**src/rtl/edge_detect_bank.sv**
```systemverilog
// edge_detect_bank: per-channel sync, debounce, selectable edge pulse, sticky flag and saturating count
module edge_detect_bank #(
  parameter int CHANNELS    = 4,
  parameter int SYNC_STAGES = 2,
  parameter int DB_CYCLES   = 4,
  parameter int CNT_WIDTH   = 8
) (
  input  logic                          clk,
  input  logic                          reset,
  input  logic [CHANNELS-1:0]           din,
  input  logic [2*CHANNELS-1:0]         mode,
  input  logic [CHANNELS-1:0]           clr,
  output logic [CHANNELS-1:0]           level,
  output logic [CHANNELS-1:0]           pulse,
  output logic [CHANNELS-1:0]           flag,
  output logic [CNT_WIDTH*CHANNELS-1:0] count,
  output logic                          any_pulse
);
  localparam int DBW = DB_CYCLES > 1 ? $clog2(DB_CYCLES) : 1;
  localparam logic [DBW-1:0] DB_LAST = DBW'(DB_CYCLES - 1);
  for (genvar i = 0; i < CHANNELS; i++) begin : g_ch
    logic [SYNC_STAGES-1:0] sy;
    logic [DBW-1:0] db;
    logic lv, pl, fl, s, acc, hit;
    logic [CNT_WIDTH-1:0] ct;
    assign s   = sy[SYNC_STAGES-1];
    assign acc = (s != lv) && (db == DB_LAST);
    assign hit = acc && (s ? mode[2*i] : mode[2*i+1]);
    // synchronise, debounce, accept new level and record qualifying edges
    always_ff @(posedge clk)
      if (reset) begin
        sy <= '0;
        db <= '0;
        lv <= 1'b0;
        pl <= 1'b0;
        fl <= 1'b0;
        ct <= '0;
      end else begin
        sy <= SYNC_STAGES'({sy, din[i]});
        db <= (s == lv || acc) ? '0 : db + DBW'(1);
        lv <= acc ? s : lv;
        pl <= hit;
        fl <= hit | (fl & ~clr[i]);
        ct <= hit ? (clr[i] ? CNT_WIDTH'(1) : ct + CNT_WIDTH'(~&ct)) : (clr[i] ? '0 : ct);
      end
    assign level[i] = lv;
    assign pulse[i] = pl;
    assign flag[i]  = fl;
    assign count[CNT_WIDTH*i +: CNT_WIDTH] = ct;
  end
  assign any_pulse = |pulse;
endmodule

```
**config.mk**
```make
export PLATFORM = sky130hd
export DESIGN_NAME = edge_detect_bank
export DESIGN_NICKNAME = d
export VERILOG_FILES = /design/src/rtl/edge_detect_bank.sv
export SDC_FILE = /design/constraint.sdc
export NUM_CORES = 1
export LEC_CHECK = 0
export BUFFER_PORTS_ARGS = -buffer_cell sky130_fd_sc_hd__buf_4
export CAP_MARGIN = 25
export CORE_MARGIN = 2
export CORE_UTILIZATION = 54
export DETAILED_ROUTE_END_ITERATION = 7
export GPL_ROUTABILITY_DRIVEN = 0
export GPL_TIMING_DRIVEN = 0
export PLACE_DENSITY = 0.79
export SLEW_MARGIN = 10
export SYNTH_ARGS = -nofsm -noshare
export SYNTH_HDL_FRONTEND = slang
export SYNTH_SLANG_ARGS = --single-unit
```
**constraint.sdc**
```tcl
create_clock -name clk -period 2.3 [get_ports clk]
set_input_delay 0.23 -clock clk [delete_from_list [all_inputs] [get_ports clk]]
set_output_delay 0.23 -clock clk [all_outputs]
set_load 0.03 [all_outputs]
```
# Yosys cells after proc, flatten, opt, wreduce, memory -nomap -nowiden
# Index checks and enable logic that the tools add are counted.
dict set report word_totals {
  reg_bits 60
  latch_bits 0
  ram_bits 0
  mem_bits_ro 0
  in_bits 18
  out_inout_bits 45
  wordCells 101
  memories 0
}
dict set report classes {
  add_sub_neg 8
  multipliers 0
  n_div 0
  n_lt_le_gt_ge 0
  n_eq_ne 12
  shifts 0
  muxes 16
  bitwise 12
  n_reduce_logical 29
}
# cell count
set op_table {}
lappend op_table {{2-to-1 mux 8 bit} 12}
lappend op_table {{adder 8 x 1 -> 8 bit} 4}
lappend op_table {{AND reduction 8 bit} 4}
lappend op_table {{adder 2 x 1 -> 2 bit (second input constant)} 4}
lappend op_table {{equality test 2 bit (second input constant)} 4}
lappend op_table {{logical AND 1 bit} 8}
lappend op_table {{nonzero test 2 bit} 4}
lappend op_table {{OR reduction 2 bit} 4}
lappend op_table {{bitwise AND 1 bit} 4}
lappend op_table {{equality test 1 bit} 4}
lappend op_table {{zero test 1 bit} 4}
lappend op_table {{logical OR 1 bit} 4}
lappend op_table {{2-to-1 mux 1 bit} 4}
lappend op_table {{!= test 1 bit} 4}
lappend op_table {{inverter 1 bit} 4}
lappend op_table {{OR 1 bit} 4}
lappend op_table {{OR reduction 4 bit} 1}

# Logic depth before layout (Yosys ltp)
# Gate-level depths: netlist of the first run.
dict set report depth {
  depth_word 5
  depth_mapped 7
  ltp_nobuf 7
}

# Least setup slack after synthesis of the first run
# OpenSTA, ideal clock, no wires.
dict set report synth_path {
  path_kind {register to register}
  from {register g_ch[1].ct[2]}
  to {register g_ch[1].ct[1]}
  setup_ns 0.115
  arrival_ns 1.825
  required_ns 2.185
  path_slack_ns 0.361
  path_stages_with_launch 7
  n_path_buf 0
  synth_period_minus_slack_ns 1.939
  path_cell_list {dfxtp_1 nand4_1 or2_2 ha_1 ha_1 a21boi_0 o21a_1}
}
dict set report synth_via {
  elab_chain_len 5
}
# element line_no
set synth_rtl {}
lappend synth_rtl {{from (decl)} 25} ;# logic [CNT_WIDTH-1:0] ct;
lappend synth_rtl {{from (signal assigned)} 44} ;# ct <= hit ? (clr[i] ? CNT_WIDTH'(1) : ct + CNT_WIDTH'(~&ct)) : (clr[i] ? '0 : ct);
lappend synth_rtl {{AND reduction 8 bit} 44}
lappend synth_rtl {{zero test 1 bit} 44}
lappend synth_rtl {{adder 8 x 1 -> 8 bit} 44}
lappend synth_rtl {{2-to-1 mux 8 bit (2 in series)} 44}
# Every way passes these cells.
# A chain may end at the register's enable or synchronous reset.

# Worst setup path in the final report of the first run
# Same ends and word-level chain as after synthesis.

==> flow_summary.toml, run 1 <==
[status]
outcome = "completed"

[detailed_routing]
vias = 2432
ant_nets = 0
via_per_inst = 5.31
drt-initial-drc-count = 90
drc = 0
wl_per_cell_um = 13.7
dr.pass1.iters = 4
wirelength_um = 6280

[setup_path]
cp.required_ns = 2.53
worst_path_most_repeated_cell = "ha_1"
critPathTopFamily = "simple AND/OR/NAND/NOR gates"
critical_path.endpoint_type = "register"
worst_ep_arrival_time_ns = 2.11
crit_buf_inv = 0
crit_type = "register to register"
crit_path_max_fanout = 7
cpMaxStageDelayCell = "dfxtp_1"
cp_cell_sequence = "nand4_1, or2_2, ha_1, ha_1, a21boi_0, o21a_1"
worstSetupStartpointType = "register"
slowest_delay_ns = 0.43

[global_route]
grt_pass1_wl_um = 10600
grt_pass1_vias = 2218
grt_max_degree = 11
track_usage_pct = 22.1
overflow = 0
antenna_found_initial = 0

[yosys]
synth_nets = 345
synth_top_flop_cell = "dfxtp_1"
ys_async_sr_fraction_pct = 0
synth_top_family_by_area = "simple AND/OR/NAND/NOR gates"
synth.area.top_cells = "dfxtp_1, mux2i_1, a211oi_1"
yosysUniqueCellTypes = 28
synthXorXnorAreaFrac_pct = 1.20
synth_edf_count = 0
synth_compound_area_share_pct = 9.92
yosys.area_share.simple_pct = 27.5
muxShareOfSynthArea_pct = 9.58
seq_area_frac_synth_pct = 41.0
syn_area_um2 = 2930
synth_top_area_share_pct = 41.0
ys_ff_latch = 60
synth_top_cell_by_area = "dfxtp_1"
synthCells = 315
yosysWarnings = 0
synth_adder_area_share_pct = 5.13
syn-mean-instance-area_um2 = 9.29

[clock_network]
cts_setup_buffers = 0
clk_pin_slew_ns = 0.07
clkLatencyLatePin_ns = 0.33
cts_tree = "yes"
post_cts_resized = 0
cts-hold-fix-buffers = 0
clk_path_buf_depth = 2
cts_made_buffers = 9
cts.sinks = 60
clock-root-buffer = "clkbuf_8"
htreeDepth = 3

[placed_design]
dp_slack_ns = 0.443
hpwl_um = 4410
place_inst = 442
portBuffers = 57

[power]
switching_power_w = 0.000451
power.internal_w = 0.00178
p_leak_nw = 1.49
power_frac_seq_pct = 47.1
sw_frac_of_total_pct = 20.2
p_comb_share_pct = 3.9
ir_drop_uv = 429
clock_power_share_pct = 49.0
power_density_nw_per_um2 = 608

[die]
rows = 26
io_pins = 63
die_area_um2 = 6020
fp.dieH_um = 77.6
core-area_um2 = 5170
initial_core_util_pct = 56.6
die_x_um = 77.6

[sta]
fin_setup_tns_ns = 0
fmax_ghz = 0.532
worst_hold_slack_ns = 0.116
fin_worst_skew_ns = 0.00774
setup_violations = 0
tightestPinTransition_ns = 0.526
finalCritPeriodShare_pct = 81.7
period_needed_ns = 1.88
rsz0062_at_grt = "false"
hold_violations = 0
timing.final.ws_setup_ns = 0.420
maxSlewViolCount = 0
relSlewSlack_pct = 64.9

[run]
max_cap_violations = 0

[finish]
antennaDiodeCount = 0
drive_above_1_share_pct = 29.4
area_growth_pct = 25.7
instances_no_fill = 458
final_core_util_pct = 71.1
final_nets = 413

[worst_hold_path]
hold_path_class = "input pin to register"
-- path summary, 6_finish.rpt --
| path | slack, ns | depth (start not counted) | startpoint | to |
|---|---|---|---|---|
| max | 0.42 | 6 | g_ch[1].ct[2] | g_ch[1].ct[1] |
| min | 0.12 | 2 | din[0] | g_ch[0].sy[0] |
| max reg2reg | 0.42 | 6 | g_ch[1].ct[2] | g_ch[1].ct[1] |
| min reg2reg | 0.42 | 1 | g_ch[3].db[0] | g_ch[3].db[0] |
-- layout make-up --
type	instances	area, um^2
multi-input combinational	225	1560
fill	413	1500
sequential	60	1200
timing repair buffer	57	428
clock buffer	12	165
buffer	22	135
tap	70	87.6
clock inverter	4	70.1
inverter	8	30.0
-- registers in the layout (all words and copies together) (netlist names) --
name     cells
g_ch.db      8
g_ch.ct     32
g_ch.fl      4
g_ch.lv      4
g_ch.pl      4
g_ch.sy      8
-- cell usage after synthesis, types with 8 or more instances --
cell type / n
a211oi_1: 20
a21oi_1: 16
buf_4: 12
dfxtp_1: 60
ha_1: 12
inv_1: 8
mux2i_1: 28
nand2_1: 28
nand2b_1: 8
nand3_1: 16
nand4_1: 8
nand4b_2: 8
nor2_1: 20
nor2b_1: 8
or3_1: 23
-- per-stage QoR --
step | area (um^2) | total power, W
after floorplan | 2930 | 0.00113
after global placement | 3440 | 0.00116
after CTS | 3680 | 0.00226
final | 3680 | 0.00223
after detailed placement | 3440 | 0.00116
after global routing | 3680 | 0.00232
-- logic make-up after synthesis --
group           after synthesis
xor+xnor                      4
compound gates               44
mux                          28
fa+ha+maj                    12
simple gates                137
flops                        60
buf+inv                      30
-- cells in the final DEF (no fill, tap or decap) --
cell type / Yosys / routed
buf_4: 12 / 69
dfxtp_1: 60 / 60
nand2_1: 28 / 28
mux2i_1: 28 / 28
or3_1: 23 / 23
nor2_1: 20 / 20
a211oi_1: 20 / 20
nand3_1: 16 / 16
a21oi_1: 16 / 16
ha_1: 12 / 12
clkbuf_8: 0 / 12
nand4_1: 8 / 8
nand4b_2: 8 / 8
inv_1: 8 / 8
nand2b_1: 8 / 8
nor2b_1: 8 / 8
buf_1: 5 / 5
or3_2: 5 / 5
or2_2: 4 / 4
a21boi_0: 4 / 4
and3_2: 4 / 4
o21a_1: 4 / 4
and2_2: 4 / 4
xnor2_1: 4 / 4
buf_2: 2 / 2
bufinv_16: 0 / 2
clkinv_2: 0 / 2
or4_1: 1 / 1
clkbuf_2: 1 / 1
clkbuf_4: 1 / 1
clkbuf_1: 1 / 1
-- power groups by stage --
stage	clock network [W]	registers [W]	logic (W)
detailed placement	0	0.00108	0.0000881
global placement	0	0.00108	0.0000860
CTS	0.00111	0.00105	0.0000884
finish	0.00109	0.00105	0.0000872
global route	0.00117	0.00105	0.0000973
floorplan	0	0.00108	0.0000529
-- metal layers --
layer	part of all wire, %	GRT usage (%)	vias to the layer above	wire, um
li1	-	-	1254	-
met1	48	29.5	1109	3010
met2	47	34.1	63	2950
met3	4.0	5.35	6	252
met4	1.1	8.93	0	68
met5	0	0	-	0
-- worst register-to-register path, cell delays in order (launching register included) --
cell and delay, ns:
dfxtp_1 0.43, nand4_1 0.19, or2_2 0.33, ha_1 0.23
ha_1 0.29, a21boi_0 0.12, o21a_1 0.19
Power figures use the tool's default switching activity.
==> run 2, diff against run 1 <==
--- a/config.mk
+++ b/config.mk
@@ -5,14 +5,15 @@
 export SDC_FILE = /design/constraint.sdc
 export NUM_CORES = 1
 export LEC_CHECK = 0
+export ABC_AREA = 1
 export BUFFER_PORTS_ARGS = -buffer_cell sky130_fd_sc_hd__buf_4
 export CAP_MARGIN = 25
 export CORE_MARGIN = 2
-export CORE_UTILIZATION = 54
+export CORE_UTILIZATION = 49
 export DETAILED_ROUTE_END_ITERATION = 7
 export GPL_ROUTABILITY_DRIVEN = 0
 export GPL_TIMING_DRIVEN = 0
-export PLACE_DENSITY = 0.79
+export PLACE_DENSITY = 0.76
 export SLEW_MARGIN = 10
 export SYNTH_ARGS = -nofsm -noshare
 export SYNTH_HDL_FRONTEND = slang
==> constraint.sdc (replaced) <==
create_clock -name clk -period 1.7 [get_ports clk]
set_input_delay 0.17 -clock clk [delete_from_list [all_inputs] [get_ports clk]]
set_output_delay 0.17 -clock clk [all_outputs]
set_load 0.03 [all_outputs]
==> flow_summary.toml, run 2 <==
[status]
outcome = "completed"

[yosys]
synthCells = 424
synth_top_flop_cell = "dfxtp_1"
ys_async_sr_fraction_pct = 0
synth_top_cell_by_area = "dfxtp_1"
syn-mean-instance-area_um2 = 6.78
synth_edf_count = 0
seq_area_frac_synth_pct = 41.8
synth.top_cells.by_count = "nand2_1, nor2_1, dfxtp_1, inv_1, nand3_1"
post-synth-top-count-cell = "nand2_1"
yosysWarnings = 0
synth_nets = 454
ys_ff_latch = 60
syn_area_um2 = 2880
synth_top_area_share_pct = 41.8
yosysUniqueCellTypes = 23
synth.area.top_cells = "dfxtp_1, nand2_1, nor2_1"

[clock_network]
cts_made_buffers = 9
htreeDepth = 3
cts_tree = "yes"
clk_pin_slew_ns = 0.07
cts-hold-fix-buffers = 0
clk_path_buf_depth = 2
clkLatencyLatePin_ns = 0.33
clock-root-buffer = "clkbuf_8"
cts.sinks = 60

[detailed_routing]
vias = 2704
dr.pass1.iters = 4
drc = 0
wl_per_cell_um = 10.5
drt-initial-drc-count = 114
ant_nets = 0
wirelength_um = 6050
via_per_inst = 4.71

[sta]
relSlewSlack_pct = 61.5
finalCritPeriodShare_pct = 92.7
maxSlewViolCount = 0
setup_violations = 0
hold_violations = 0
fin_setup_tns_ns = 0
fin_worst_skew_ns = 0.00663
timing.final.ws_setup_ns = 0.124
tightestPinTransition_ns = 0.575
period_needed_ns = 1.58
rsz0062_at_grt = "true"
fmax_ghz = 0.635

[die]
core-area_um2 = 5570
die_area_um2 = 6500
rows = 27
fp.dieH_um = 80.6
io_pins = 63
die_x_um = 80.6
initial_core_util_pct = 51.6

[setup_path]
cp.required_ns = 1.93
crit_path_start = "g_ch[2].ct[2]"
r2r_end = "g_ch[2].ct[6]"
r2r_cells = 11
endpoint = "g_ch[2].ct[6]"
worstSetupStartpointType = "register"
worst_ep_arrival_time_ns = 1.81
reg2reg_from = "g_ch[2].ct[2]"
rrSetupSlack_ns = 0.12
crit_type = "register to register"
crit_path_max_fanout = 5
critical_path.endpoint_type = "register"

[global_route]
grt_max_degree = 11
grt_pass1_vias = 2413
overflow = 0
grt_pass1_wl_um = 9880
antenna_found_initial = 0
track_usage_pct = 19.6

[run]
max_cap_violations = 0

[power]
p_leak_nw = 1.70
p_comb_share_pct = 3.9
power_frac_seq_pct = 52.6
clock_power_share_pct = 43.5
ir_drop_uv = 616
switching_power_w = 0.000595
power_density_nw_per_um2 = 735
sw_frac_of_total_pct = 22.0
power.internal_w = 0.00211

[placed_design]
dp_slack_ns = 0.0984
placed_cell_area_um2 = 3430
portBuffers = 61
place_inst = 557
hpwl_um = 4410

[finish]
fin_area_um2 = 3680
instances_no_fill = 574
mostFrequentLayoutCells = "nand2_1, nor2_1, buf_4"
area_growth_pct = 27.9
regMostFlops = "g_ch.ct"
final_common_cell = "nand2_1"
largest_reg_flops = 32
drive_above_1_share_pct = 26.3
antennaDiodeCount = 0
final_nets = 527
largest_registers = "g_ch.ct (32), g_ch.db (8), g_ch.sy (8)"
final_core_util_pct = 66.0

[worst_hold_path]
timing.hold.worst_path_depth = 3
hold_path_class = "input pin to register"
run 2: cell types whose count changed after synthesis, sizes merged, moves of 8 or more:
cell	change
a211oi	-20
inv	+53
mux2i	-28
nand2	+86
nand2b	-8
nand3	+12
nand4b	-8
nor2	+75
nor2b	-8
o21ai	+8
or3	-28
run 2: cell type report:
class	count	area, um^2
fill	482	1900
multi-input combinational	287	1370
sequential	60	1220
timing repair buffer	62	465
inverter	61	229
clock buffer	15	176
buffer	16	121
tap	72	90.1
clock inverter	1	5.00
run 2: power by group through the flow:
stage	combinational [W]	clock, W	sequential [W]
global route	0.000118	0.00127	0.00142
floorplan	0.0000589	0	0.00145
finish	0.000104	0.00118	0.00142
global placement	0.000102	0	0.00146
CTS	0.000106	0.00121	0.00142
detailed placement	0.000105	0	0.00146
run 2: metal layers:
layer | GRT usage, % | wire length (um) | vias up
met5 | 0 | 0 | -
met4 | 8.47 | 68 | 0
met3 | 6.07 | 261 | 7
met2 | 32.3 | 2960 | 46
met1 | 23.4 | 2760 | 1217
li1 | - | - | 1434
run 2: critical path, stage by stage, from the launching register on:
cell and delay, ns:
dfxtp_2 0.36, nand2_1 0.11, nor2_4 0.13, nand3b_1 0.10
ha_1 0.23, ha_1 0.19, inv_1 0.09, nor2_1 0.05
nand2_1 0.08, nand2_1 0.05, nand2_1 0.05, nor2_1 0.04
run 2: repair_timing:
action | in CTS | in global routing
endpoints found under the setup margin | 0 | 14
setup buffers | 0 | 1
resized for setup | 0 | 22
run 2: worst min path at each step:
stage                     slack [ns]   start       endpoint
after global placement          0.37  din[3]  g_ch[3].sy[0]
after floorplan                 0.28  din[0]  g_ch[0].sy[0]
final                           0.05  din[2]  g_ch[2].sy[0]
after detailed placement        0.38  din[2]  g_ch[2].sy[0]
after global routing            0.04  din[1]  g_ch[1].sy[0]
after CTS                       0.04  din[2]  g_ch[2].sy[0]
run 2: cell families (layout without fill, tap and decap cells):
group	after synthesis	after routing	synth area share (%)
AO/OA/AOI/OAI	26	26	4.74
adder cells (fa/ha/maj)	12	12	5.22
buffers and inverters	77	155	12.2
flip-flops	60	60	41.8
AND/OR/NAND/NOR	249	249	36.1
run 2: stage by stage:
stage	hold WS, ns	power (W)
2_1_floorplan	0.277	0.00151
3_3_place_gp	0.368	0.00156
3_5_place_dp	0.383	0.00156
4_1_cts	0.0356	0.00274
5_1_grt	0.0439	0.00281
6_report	0.0470	0.00270
